==> config.mk <==
export PLATFORM = sky130hd
export DESIGN_NAME = imem_stream_loader_flat
export DESIGN_NICKNAME = d
export VERILOG_FILES = /design/src/rtl/imem_stream_loader_if.sv /design/src/rtl/imem_stream_loader.sv /design/src/flat_wrapper.sv
export SDC_FILE = /design/constraint.sdc
export NUM_CORES = 1
export LEC_CHECK = 0
export BUFFER_PORTS_ARGS = -buffer_cell sky130_fd_sc_hd__buf_2
export CORE_MARGIN = 2
export CORE_UTILIZATION = 39
export DETAILED_ROUTE_END_ITERATION = 16
export PLACE_DENSITY = 0.55
export SLEW_MARGIN = 10
export SYNTH_ARGS = -nofsm -noshare
export SYNTH_HDL_FRONTEND = slang
export SYNTH_SLANG_ARGS = --single-unit
export TNS_END_PERCENT = 10
==> constraint.sdc <==
create_clock -name clk -period 7.2 [get_ports clk]
set_clock_uncertainty 0.1 [all_clocks]
set_input_delay 1.44 -clock clk [delete_from_list [all_inputs] [get_ports clk]]
set_output_delay 1.44 -clock clk [all_outputs]
set_load 0.05 [all_outputs]
==> src/rtl/imem_stream_loader_if.sv <==
// imem_stream_loader_if: bundles the byte-stream input, the imem write port and the
// loader status lines into one port.
// Modports:
//   master - the loader: consumes start/byte stream, drives imem writes and status.
//   slave  - the environment: drives start/byte stream, observes imem writes and status.
// Signals:
//   start        pulse that begins a load
//   byte_valid   byte_data is valid (source side of the byte handshake)
//   byte_data    stream byte
//   byte_ready   loader can take a byte this cycle
//   imem_we      one-cycle instruction-memory write strobe
//   imem_waddr   instruction-memory byte address
//   imem_wdata   instruction word
//   loader_done  image fully written (sticky)
//   core_rst_n   active-low core reset, mirrors loader_done
//   busy         transfer in progress
//   err          load aborted (sticky)
//   err_code     0 none, 1 count overflow, 2 timeout, 3 checksum
//   words_loaded words written so far
interface imem_stream_loader_if;
  logic        start;
  logic        byte_valid;
  logic [7:0]  byte_data;
  logic        byte_ready;
  logic        imem_we;
  logic [31:0] imem_waddr;
  logic [31:0] imem_wdata;
  logic        loader_done;
  logic        core_rst_n;
  logic        busy;
  logic        err;
  logic [1:0]  err_code;
  logic [15:0] words_loaded;

  modport master (
    input  start,
    input  byte_valid,
    input  byte_data,
    output byte_ready,
    output imem_we,
    output imem_waddr,
    output imem_wdata,
    output loader_done,
    output core_rst_n,
    output busy,
    output err,
    output err_code,
    output words_loaded
  );

  modport slave (
    output start,
    output byte_valid,
    output byte_data,
    input  byte_ready,
    input  imem_we,
    input  imem_waddr,
    input  imem_wdata,
    input  loader_done,
    input  core_rst_n,
    input  busy,
    input  err,
    input  err_code,
    input  words_loaded
  );
endinterface

==> src/rtl/imem_stream_loader.sv <==
// Purpose: loads an instruction image from a byte stream (4-byte LSB-first word count,
//          then N LSB-first words) into imem, then releases the core reset.
// Latency: one byte per cycle; each word is written in the cycle after its 4th byte.
// Backpressure: byte_ready drops during the write cycle and outside active transfer states.
// Ports:
//   clk  system clock
//   rst  asynchronous active-high reset (core held in reset, all outputs 0)
//   bus  imem_stream_loader_if.master - byte stream in, imem write port and status out
// Parameters: BASE_ADDR (byte address of word 0), MAX_WORDS (largest accepted count),
//   TIMEOUT_CYCLES (idle cycles allowed between accepted bytes).
// Optional feature: define IMEM_LOADER_CHECKSUM_EN to require a 4-byte LSB-first trailer
//   equal to the modulo-2^32 sum of all data words before the core is released.
module imem_stream_loader #(
  parameter logic [31:0] BASE_ADDR      = 32'h0000_0000,
  parameter int unsigned MAX_WORDS      = 256,
  parameter int unsigned TIMEOUT_CYCLES = 1000000
) (
  input  logic                   clk,
  input  logic                   rst,
  imem_stream_loader_if.master   bus
);

  localparam int IW = $clog2(MAX_WORDS + 1);
  localparam int TW = $clog2(TIMEOUT_CYCLES + 1);
  localparam logic [TW-1:0] TMO_LAST = TW'(TIMEOUT_CYCLES - 1);

`ifdef IMEM_LOADER_CHECKSUM_EN
  typedef enum logic [2:0] {
    S_IDLE  = 3'd0,
    S_HDR   = 3'd1,
    S_DATA  = 3'd2,
    S_WRITE = 3'd3,
    S_CHK   = 3'd4,
    S_DONE  = 3'd5,
    S_ERR   = 3'd6
  } state_t;
`else
  typedef enum logic [2:0] {
    S_IDLE  = 3'd0,
    S_HDR   = 3'd1,
    S_DATA  = 3'd2,
    S_WRITE = 3'd3,
    S_DONE  = 3'd5,
    S_ERR   = 3'd6
  } state_t;
`endif

  state_t          r_state;
  state_t          w_next;

  logic [1:0]      r_bcnt;      // bytes collected in the current 4-byte group
  logic [23:0]     r_shift;     // first three bytes of the group, newest at the top
  logic [31:0]     r_n;         // word count from the header
  logic [IW-1:0]   r_idx;       // index of the next word to write
  logic [TW-1:0]   r_tmo;       // idle cycles since the last accepted byte
  logic [31:0]     r_waddr;
  logic [31:0]     r_wdata;
  logic [1:0]      r_err_code;
`ifdef IMEM_LOADER_CHECKSUM_EN
  logic [31:0]     r_sum;
`endif

  logic            w_ready;
  logic            w_we;
  logic            w_busy;
  logic            w_done;
  logic            w_err;
  logic            w_waiting;
  logic            w_start_ok;
  logic            w_accept;
  logic            w_last;
  logic            w_tmo_hit;
  logic            w_err_set;
  logic [1:0]      w_err_val;
  logic [31:0]     w_word;
  logic [31:0]     w_idx_inc;
  logic [31:0]     w_addr;

  // Completed group as it would look if the byte on the bus is taken now.
  assign w_word    = {bus.byte_data, r_shift};
  assign w_accept  = bus.byte_valid & w_ready;
  assign w_last    = w_accept & (r_bcnt == 2'd3);
  assign w_tmo_hit = w_waiting & ~w_accept & (r_tmo == TMO_LAST);
  assign w_idx_inc = 32'(r_idx) + 32'd1;
  assign w_addr    = BASE_ADDR + (32'(r_idx) << 2);

  // State register.
  always_ff @(posedge clk or posedge rst) begin
    if (rst) begin
      r_state <= S_IDLE;
    end else begin
      r_state <= w_next;
    end
  end

  // Next state and state-decoded outputs.
  always_comb begin
    w_next     = r_state;
    w_ready    = 1'b0;
    w_we       = 1'b0;
    w_busy     = 1'b0;
    w_done     = 1'b0;
    w_err      = 1'b0;
    w_waiting  = 1'b0;
    w_start_ok = 1'b0;
    w_err_set  = 1'b0;
    w_err_val  = 2'd0;
    case (r_state)
      S_IDLE: begin
        w_start_ok = bus.start;
        if (bus.start) w_next = S_HDR;
      end
      S_DONE: begin
        w_done     = 1'b1;
        w_start_ok = bus.start;
        if (bus.start) w_next = S_HDR;
      end
      S_ERR: begin
        w_err      = 1'b1;
        w_start_ok = bus.start;
        if (bus.start) w_next = S_HDR;
      end
      S_HDR: begin
        w_ready   = 1'b1;
        w_busy    = 1'b1;
        w_waiting = 1'b1;
        if (w_tmo_hit) begin
          w_next    = S_ERR;
          w_err_set = 1'b1;
          w_err_val = 2'd2;
        end else if (w_last) begin
          if (w_word == 32'd0) begin
            w_next = S_DONE;
          end else if (w_word > 32'(MAX_WORDS)) begin
            w_next    = S_ERR;
            w_err_set = 1'b1;
            w_err_val = 2'd1;
          end else begin
            w_next = S_DATA;
          end
        end
      end
      S_DATA: begin
        w_ready   = 1'b1;
        w_busy    = 1'b1;
        w_waiting = 1'b1;
        if (w_tmo_hit) begin
          w_next    = S_ERR;
          w_err_set = 1'b1;
          w_err_val = 2'd2;
        end else if (w_last) begin
          w_next = S_WRITE;
        end
      end
      S_WRITE: begin
        w_we   = 1'b1;
        w_busy = 1'b1;
        if (w_idx_inc < r_n) begin
          w_next = S_DATA;
        end else begin
`ifdef IMEM_LOADER_CHECKSUM_EN
          w_next = S_CHK;
`else
          w_next = S_DONE;
`endif
        end
      end
`ifdef IMEM_LOADER_CHECKSUM_EN
      S_CHK: begin
        w_ready   = 1'b1;
        w_busy    = 1'b1;
        w_waiting = 1'b1;
        if (w_tmo_hit) begin
          w_next    = S_ERR;
          w_err_set = 1'b1;
          w_err_val = 2'd2;
        end else if (w_last) begin
          if (w_word == r_sum) begin
            w_next = S_DONE;
          end else begin
            w_next    = S_ERR;
            w_err_set = 1'b1;
            w_err_val = 2'd3;
          end
        end
      end
`endif
      default: w_next = S_IDLE;
    endcase
  end

  // Datapath: byte assembly, counters, write port registers.
  always_ff @(posedge clk or posedge rst) begin
    if (rst) begin
      r_bcnt     <= 2'd0;
      r_shift    <= 24'd0;
      r_n        <= 32'd0;
      r_idx      <= '0;
      r_tmo      <= '0;
      r_waddr    <= 32'd0;
      r_wdata    <= 32'd0;
      r_err_code <= 2'd0;
`ifdef IMEM_LOADER_CHECKSUM_EN
      r_sum      <= 32'd0;
`endif
    end else if (w_start_ok) begin
      // New load: wipe progress; the write port keeps its last values.
      r_bcnt     <= 2'd0;
      r_shift    <= 24'd0;
      r_n        <= 32'd0;
      r_idx      <= '0;
      r_tmo      <= '0;
      r_err_code <= 2'd0;
`ifdef IMEM_LOADER_CHECKSUM_EN
      r_sum      <= 32'd0;
`endif
    end else begin
      if (w_accept) begin
        r_bcnt  <= r_bcnt + 2'd1;
        r_shift <= w_word[31:8];
        r_tmo   <= '0;
      end else if (w_waiting && (r_tmo != TMO_LAST)) begin
        r_tmo <= r_tmo + TW'(1);
      end

      if ((r_state == S_HDR) && w_last) begin
        r_n <= w_word;
      end

      // Capture address and data so they are stable during WRITE and hold afterwards.
      if ((r_state == S_DATA) && w_last) begin
        r_waddr <= w_addr;
        r_wdata <= w_word;
      end

      if (r_state == S_WRITE) begin
        r_idx <= r_idx + IW'(1);
`ifdef IMEM_LOADER_CHECKSUM_EN
        r_sum <= r_sum + r_wdata;
`endif
      end

      if (w_err_set) begin
        r_err_code <= w_err_val;
      end
    end
  end

  assign bus.byte_ready   = w_ready;
  assign bus.imem_we      = w_we;
  assign bus.imem_waddr   = r_waddr;
  assign bus.imem_wdata   = r_wdata;
  assign bus.loader_done  = w_done;
  assign bus.core_rst_n   = w_done;
  assign bus.busy         = w_busy;
  assign bus.err          = w_err;
  assign bus.err_code     = r_err_code;
  assign bus.words_loaded = 16'(r_idx);

endmodule

==> src/flat_wrapper.sv <==
// flat-port wrapper written by rule: the top's interface ports become plain ports
module imem_stream_loader_flat 
#(
  parameter logic [31:0] BASE_ADDR      = 32'h0000_0000,
  parameter int unsigned MAX_WORDS      = 256,
  parameter int unsigned TIMEOUT_CYCLES = 1000000
)
  (clk, rst, bus_start, bus_byte_valid, bus_byte_data, bus_byte_ready, bus_imem_we, bus_imem_waddr, bus_imem_wdata, bus_loader_done, bus_core_rst_n, bus_busy, bus_err, bus_err_code, bus_words_loaded);
  imem_stream_loader_if bus_i ();
  input  logic clk;
  input  logic rst;
  input wire logic [$bits(bus_i.start)-1:0] bus_start;
  input wire logic [$bits(bus_i.byte_valid)-1:0] bus_byte_valid;
  input wire logic [$bits(bus_i.byte_data)-1:0] bus_byte_data;
  output wire logic [$bits(bus_i.byte_ready)-1:0] bus_byte_ready;
  output wire logic [$bits(bus_i.imem_we)-1:0] bus_imem_we;
  output wire logic [$bits(bus_i.imem_waddr)-1:0] bus_imem_waddr;
  output wire logic [$bits(bus_i.imem_wdata)-1:0] bus_imem_wdata;
  output wire logic [$bits(bus_i.loader_done)-1:0] bus_loader_done;
  output wire logic [$bits(bus_i.core_rst_n)-1:0] bus_core_rst_n;
  output wire logic [$bits(bus_i.busy)-1:0] bus_busy;
  output wire logic [$bits(bus_i.err)-1:0] bus_err;
  output wire logic [$bits(bus_i.err_code)-1:0] bus_err_code;
  output wire logic [$bits(bus_i.words_loaded)-1:0] bus_words_loaded;
  assign bus_i.start = bus_start;
  assign bus_i.byte_valid = bus_byte_valid;
  assign bus_i.byte_data = bus_byte_data;
  assign bus_byte_ready = bus_i.byte_ready;
  assign bus_imem_we = bus_i.imem_we;
  assign bus_imem_waddr = bus_i.imem_waddr;
  assign bus_imem_wdata = bus_i.imem_wdata;
  assign bus_loader_done = bus_i.loader_done;
  assign bus_core_rst_n = bus_i.core_rst_n;
  assign bus_busy = bus_i.busy;
  assign bus_err = bus_i.err;
  assign bus_err_code = bus_i.err_code;
  assign bus_words_loaded = bus_i.words_loaded;
  imem_stream_loader #(.BASE_ADDR(BASE_ADDR), .MAX_WORDS(MAX_WORDS), .TIMEOUT_CYCLES(TIMEOUT_CYCLES)) u_core (.clk(clk), .rst(rst), .bus(bus_i));
endmodule
---- Word-level counts from Yosys, hierarchy flattened ----
Cells that the tools add are included.
storage, ports and cells
  register bits ........................... 133
  bits of input ports ..................... 12
  logic and storage cells ................. 87
cells by class
  add/subtract/negate cells ............... 4
  magnitude comparators ................... 2
  equal/unequal tests ..................... 11
  muxes and demuxes ....................... 40
  bitwise logic cells ..................... 6
  reductions and logical operators ........ 15
operators with widths
  operator                                               count
  two-way mux 32 bit                                     2
  two-way mux 20 bit                                     3
  two-way mux 24 bit                                     2
  > comparator 32 x 9 -> 1 bit, second input constant    1
  logical NOT 32 bit                                     1
  less-than comparator 32 bit                            1
  two-way mux 3 bit                                      8
  adder 20 x 1 -> 20 bit, second input constant          1
  == test 20 bit, second input constant                  1
  inequality test 20 bit, second input constant          1
  two-way mux 9 bit                                      2
  two-way mux 2 bit                                      8
  two-way mux 1 bit                                      12
  case mux 3 bit (4 select lines)                        1
  adder 9 x 1 -> 10 bit, second input constant           1
  adder 9 x 1 -> 9 bit, second input constant            1
  nonzero test 2 bit                                     4
  == test 3 x 2 -> 1 bit, second input constant          2
  == test 3 bit, second input constant                   2
  inequality test 3 x 1 -> 1 bit, second input constant  2
  OR reduction 3 bit                                     2
  AND 1 bit                                              4
  case mux 2 bit (2 select lines)                        1
  == test 3 x 1 -> 1 bit, second input constant          1
  11 further kinds                                       14

---- Logic depth before layout (Yosys ltp) ----
Gate-level depths: netlist of run 1.
  depth in word-level cells ............... 11
  mapped depth ............................ 11
  gate-level depth less buffers ........... 11

---- Worst setup path after synthesis of run 1 ----
Ideal clock, no wire load.
  path kind ............................... register to output
  from .................................... reg u_core.r_state[2]
  to ...................................... out bus_imem_we
  arrival time ............................ 1.638 ns
  required time ........................... 5.660 ns
  slack ................................... 4.022 ns
  cell stages (with the launch flop) ...... 6
  cell sequence ........................... dfrtp_1 buf_1 nor2b_1 nand2_1 inv_1 clkbuf_1
on the way
  cells in the longest elaborated chain, start to end .. 2
RTL lines
  what                      RTL line                   RTL
  start: declaration        imem_stream_loader.sv:48   state_t r_state;
  start signal: assignment  imem_stream_loader.sv:92   r_state <= w_next;
  == test 3 x 2 -> 1 bit    imem_stream_loader.sv:108  case (r_state)
  two-way mux 1 bit         imem_stream_loader.sv:108
  end: declaration          flat_wrapper.sv:16         output wire logic [$bits(bus_i.imem_we)-1:0] bus_imem_we;
No other way between the ends.

---- Worst setup path in the final report of run 1 ----
  from .................................... reg u_core.r_state[1]
  to ...................................... out bus_imem_we
Same word-level chain as after synthesis.

==> metrics.txt, run 1 <==
status=finished clean; first-pass GRT wire length=24300 µm; reg2reg start=u_core.r_idx[3]; CP Capture Type=output port; Total Wirelength=14400 µm; synthesized area=6350 µm²; count of final hold-check violations=0; Port Buffers=69; Pins Over Slew Limit=0; clk sinks=133; post-route insts no fill=937; dpl cells=905; Final Cycle Share=50.2%; worst slack, placed=3.73 ns; clk buf depth=2; Cell variety after synth=51; synthesized area per cell=9.81 µm²; nets=732; Worst VDD drop=0.184 mV; Synth Instances=647; Clock Latency Late Sink=0.42 ns; filler instances=1606; CP Capture Point=bus_imem_we; post-synth top area share=52.4%; Final HPWL DP=9710 µm; Starting Density=39.9%; Antenna Cells=0; Post-synth ARST share=100%; Vias/cell=4.98; drt drc=0; area delta synth->final=16.9%; H-Tree Depth=4; DR pass1 iterations=4; core area=15900 µm²; top cells by area, synth=dfrtp_1 52%, nand2_1 8.8%, mux2_2 6.7%, a21oi_1 4.9%, buf_4 3.7%; Min-Delay Path Class=reg -> reg; Achievable Freq=277 MHz; DIE HEIGHT=132 µm; DP Area=6760 µm²; Setup CP Type=reg -> out; vias=4664; Clock Pin Slew Worst Setup and Hold Paths=0.06 ns; slowest CP cell=dfrtp_1; R2R depth=11; final setup violation count=0; RSZ-0062 raised after global routing=false; Ys Warns=0; worst slew pin tran=0.990 ns; vias in the first global route=4745; EDFF count, synth=0; gr ovfl total=0; share of layout cells above drive strength 1=21.6%; cell area after layout=7420 µm²; Initial DRC Count=230; Largest stage delay, worst path=0.55 ns; CTS tree=done; Die W=132 µm; post-CTS sizing=0; Pwr Total=0.00243 W; Yosys reg bits=133; Rel. slew slack=34.0%; Post CTS Setup Buffer Count=0; Power Density=327 nW/µm²; Final WS setup=3.59 ns; routability cong.=0.764; Post-DRT Antenna Nets=0; Ports=100; area of the die=17300 µm²; Hold Path Depth=1; post-synthesis sequential area ratio=52.4%; largest net degree at the start of global routing=78; Row Count=46; Primary FF master, synth=dfrtp_1; TNS Setup=0 ns; Setup crit start=u_core.r_state[1]; Reg2Reg Capture Point=u_core.r_state[0]; Synth area leader=dfrtp_1; Wirelength per Cell=15.4 µm; number of max-cap violations=0; GRT Overall Usage=17.5%; critical path data arrival time=2.07 ns; FF-to-FF setup slack=4.19 ns; Critical Path Source Type=flip-flop; hold buffers post-CTS=0; LEAKAGE=3.61 nW; initial antenna violation count=0; CTS Buf Count=17; CTS Root Cell=clkbuf_16; critical-path maximum fanout=11; Req. time, crit path=5.66 ns; critical-path cell list=nor2b_1 -> nand2_1 -> inv_1 -> buf_2; Tmin final=3.61 ns
==> metrics by stage <==
step | utilization, % | hold slack, ns
after global routing | 46.7 | 0.415
after CTS | 46.7 | 0.388
after floorplan | - | 0.401
after global placement | 42.5 | 0.366
after detailed placement | 42.5 | 0.375
final | 46.7 | 0.385
==> cell usage in the layout, fill, tap and decap left out, types with 4 or more instances in the layout <==
cell type  count
clkbuf_8       4
dfrtp_1      133
nor3_1         4
and3_1        10
mux2_2        38
nand2_1      149
xnor2_1       12
nor4_1        12
inv_1         14
nand4_1        8
nand3_1        9
o21ai_0       14
buf_2         69
clkbuf_16     17
xor2_1        16
nor2_1        35
bufinv_16      4
a21oi_1       62
or3_1          5
mux2_1         4
buf_4          5
ha_1          12
conb_1        30
==> synthesized netlist by cell type, drive strengths merged, types with 3 or more instances <==
library cell / count
or3: 5
o211ai: 3
buf: 44
o21ai: 18
xnor2: 12
nor2b: 4
xor2: 16
mux2: 42
nand3: 11
nor3: 6
ha: 12
and3: 10
a21oi: 62
nor4: 13
nand2: 149
dfrtp: 133
nor2: 37
nand4: 8
inv: 15
a31oi: 3
clkbuf: 17
==> metal layers <==
layer	up-vias	track usage, %	routed length (µm)
li1	2256	-	-
met1	2281	22.5	6750
met2	119	29.0	6900
met3	8	4.75	650
met4	0	5.19	97
met5	-	0	0
==> state kept, by name, indices dropped and copies added, names as in the netlist <==
name,flops
u_core.r_tmo,20
u_core.r_n,32
u_core.bus.imem_waddr,9
u_core.r_idx,9
u_core.r_state,3
u_core.r_bcnt,2
u_core.bus.err_code,2
u_core.bus.imem_wdata,32
u_core.r_shift,24
==> final cells by class <==
class | count | area (µm²) | area share [%]
inverter | 15 | 58.8 | 0.793
tap | 216 | 270 | 3.64
multi-input combinational | 467 | 2720 | 36.7
clock inverter | 10 | 169 | 2.28
timing repair buffer | 74 | 383 | 5.16
clock buffer | 22 | 484 | 6.53
sequential | 133 | 3330 | 44.9
==> worst max-delay path, delay by kind of cell (launching register included) <==
kind | cells | cell delay, ns
flops | 1 | 0.55
buf+inv | 2 | 0.68
simple gates | 2 | 0.43
==> worst min path at each step <==
stage	from	end	slack, ns
finish	u_core.bus.imem_wdata[29]	u_core.bus.imem_wdata[29]	0.38
global route	u_core.bus.imem_waddr[6]	u_core.bus.imem_waddr[6]	0.42
CTS	u_core.bus.imem_wdata[29]	u_core.bus.imem_wdata[29]	0.39
detailed placement	u_core.bus.imem_wdata[29]	u_core.bus.imem_wdata[29]	0.37
global placement	u_core.bus.imem_wdata[29]	u_core.bus.imem_wdata[29]	0.37
floorplan	u_core.r_n[11]	u_core.r_n[11]	0.40
==> cells by family after synthesis <==
kind of cell	count (synthesis)	synth area share (%)
compound gates	99	8.77
simple gates	255	18.2
other cells	1	0.0591
xor+xnor	28	3.86
fa+ha+maj	12	2.37
flops	133	52.4
mux	43	7.61
buf+inv	76	6.66
==> power breakdown <==
group	internal, W	switching (W)	total, W
combinational	0.000152	0.000420	0.000572
clock	0.000619	0.000320	0.000938
sequential	0.000812	0.000102	0.000915
No activity file was read; power rests on OpenSTA's default activity.
==> run 2: changes to the inputs <==
--- a/config.mk
+++ b/config.mk
@@ -9,7 +9,7 @@
 export CORE_MARGIN = 2
 export CORE_UTILIZATION = 39
 export DETAILED_ROUTE_END_ITERATION = 16
-export PLACE_DENSITY = 0.55
+export PLACE_DENSITY = 0.58
 export SLEW_MARGIN = 10
 export SYNTH_ARGS = -nofsm -noshare
 export SYNTH_HDL_FRONTEND = slang
==> constraint.sdc (replaced) <==
create_clock -name clk -period 3 [get_ports clk]
set_clock_uncertainty 0.1 [all_clocks]
set_input_delay 0.6 -clock clk [delete_from_list [all_inputs] [get_ports clk]]
set_output_delay 0.6 -clock clk [all_outputs]
set_load 0.05 [all_outputs]
==> run 2 against run 1 <==
Effect of this change:
- total power grew 130%
- non-clock buffer count increased by 9
- sequential power up 140%
- critical endpoint is now u_core.r_state[0]
- setup slack got worse by 3.5 ns
- via count is 2.9% higher
==> metrics.txt, run 2 (same netlist as run 1, synthesis figures left out) <==
status=finished clean; CP Capture Type=flip-flop; clock group share of total power=35.5%; critical path data arrival time=3.07 ns; worst slew pin tran=0.699 ns; FF-to-FF setup slack=0.13 ns; clk sinks=133; final setup violation count=0; Row Count=46; Final Cycle Share=95.8%; Psw=0.00207 W; RSZ-0062 raised after global routing=false; CTS tree=done; worst slack, placed=0.131 ns; Post CTS Setup Buffer Count=0; LEAKAGE=3.62 nW; reg2reg start=u_core.r_idx[4]; number of max-cap violations=0; Critical Path Source Type=flip-flop; post-CTS sizing=0; area of the die=17300 µm²; DR pass1 iterations=5; CP Capture Point=u_core.r_state[0]; core area=15900 µm²; first-pass GRT wire length=24100 µm; Vias/cell=5.07; Starting Density=39.9%; share of layout cells above drive strength 1=22.5%; largest net degree at the start of global routing=124; Final WS setup=0.126 ns; vias in the first global route=4685; cell mode on critical path=and3_1; critical-path cell list=and3_1 -> and3_1 -> and3_1 -> and3_1 -> ha_1 -> a211o_1 -> a221oi_1 -> o21ai_0 -> a31oi_1 -> mux2_1 -> o21ai_1; Antenna Cells=0; initial antenna violation count=0; Setup crit start=u_core.r_idx[4]; Final HPWL DP=9710 µm; Ports=100; clk buf depth=2; Total Wirelength=14400 µm; Setup CP Type=reg -> reg; Initial DRC Count=466; commonest non-fill, non-tap cell in the layout=nand2_1; GRT Overall Usage=17.4%; Req. time, crit path=3.20 ns; count of final hold-check violations=0; Achievable Freq=348 MHz; CTS Root Cell=clkbuf_16; R2R depth=11; slowest CP cell=dfrtp_1; Clock Pin Slew Worst Setup and Hold Paths=0.06 ns; DIE HEIGHT=132 µm; Post-DRT Antenna Nets=0; Rel. slew slack=53.3%; Internal=0.00351 W; area delta synth->final=16.7%; Reg2Reg Capture Point=u_core.r_state[0]; Tmin final=2.87 ns; Pins Over Slew Limit=0; Wirelength per Cell=15.2 µm; nets=741; routability cong.=0.814; dpl cells=914; Worst path depth=11; Largest stage delay, worst path=0.37 ns; gr ovfl total=0; drt drc=0; Clock Latency Late Sink=0.44 ns; Power Density=753 nW/µm²; Worst path top cell family by delay=compound AO/OA/AOI/OAI gates; Port Buffers=69; sw frac=37.1%; TNS Setup=0 ns; Reg power frac=39.3%; critical path buffer and inverter count=0; CTS Buf Count=17; Die W=132 µm; combinational power share=25.3%; most frequent cells in the layout=149 x nand2_1, 133 x dfrtp_1, 69 x buf_2; H-Tree Depth=4; critical-path maximum fanout=4; Min-Delay Path Class=in -> async; Worst VDD drop=0.432 mV; post-route insts no fill=946; vias=4798; hold buffers post-CTS=0
-- run 2: cell count changes in the layout (fill, tap and decap cells not counted), sizes merged --
cell    delta
buf        +9
clkinv     +5
inv        +1
clkbuf     -3
bufinv     -3
-- run 2: worst min path at each step --
stage / from / endpoint / slack, ns / cells after the start
2_1_floorplan: u_core.r_n[11] / u_core.r_n[11] / 0.40 / 2
3_3_place_gp: u_core.bus.imem_wdata[29] / u_core.bus.imem_wdata[29] / 0.37 / 1
3_5_place_dp: u_core.bus.imem_wdata[29] / u_core.bus.imem_wdata[29] / 0.38 / 1
4_1_cts: rst / u_core.bus.imem_wdata[18] / 0.001 / 2
5_1_grt: rst / u_core.bus.imem_wdata[18] / 0.01 / 2
6_report: rst / u_core.bus.imem_wdata[18] / 0.0005 / 2
-- run 2: layout make-up --
class	count	area [µm²]
Inverter	15	60.1
Multi-Input combinational cell	467	2720
Sequential cell	133	3330
Clock buffer	19	443
Timing Repair Buffer	83	463
Clock inverter	13	125
Tap cell	216	270
Fill cell	1555	8480
-- run 2: power groups by stage --
stage	clock [W]	combinational, W	sequential [W]
2_1_floorplan	0	0.00106	0.00221
4_1_cts	0.00203	0.00142	0.00219
3_5_place_dp	0	0.00141	0.00222
5_1_grt	0.00212	0.00156	0.00222
3_3_place_gp	0	0.00139	0.00221
6_report	0.00198	0.00141	0.00219
-- run 2: metrics by stage --
step                      utilization, %  hold WS (ns)  total power [W]  area [µm²]
final                               46.6      0.000503          0.00558        7410
after global routing                46.6        0.0103          0.00589        7410
after CTS                           46.6       0.00144          0.00564        7410
after detailed placement            43.1         0.377          0.00363        6840
after global placement              43.1         0.367          0.00360        6840
after floorplan                        -         0.401          0.00328        6460
-- run 2: layer usage --
| metal | part of all wire [%] | up-vias | track usage (%) | wire, µm |
|---|---|---|---|---|
| met5 | 0 | - | 0 | 0 |
| met4 | 1.3 | 0 | 7.13 | 181 |
| met3 | 4.8 | 18 | 4.32 | 683 |
| met2 | 47 | 149 | 27.0 | 6720 |
| met1 | 47 | 2357 | 23.4 | 6770 |
| li1 | - | 2274 | - | - |
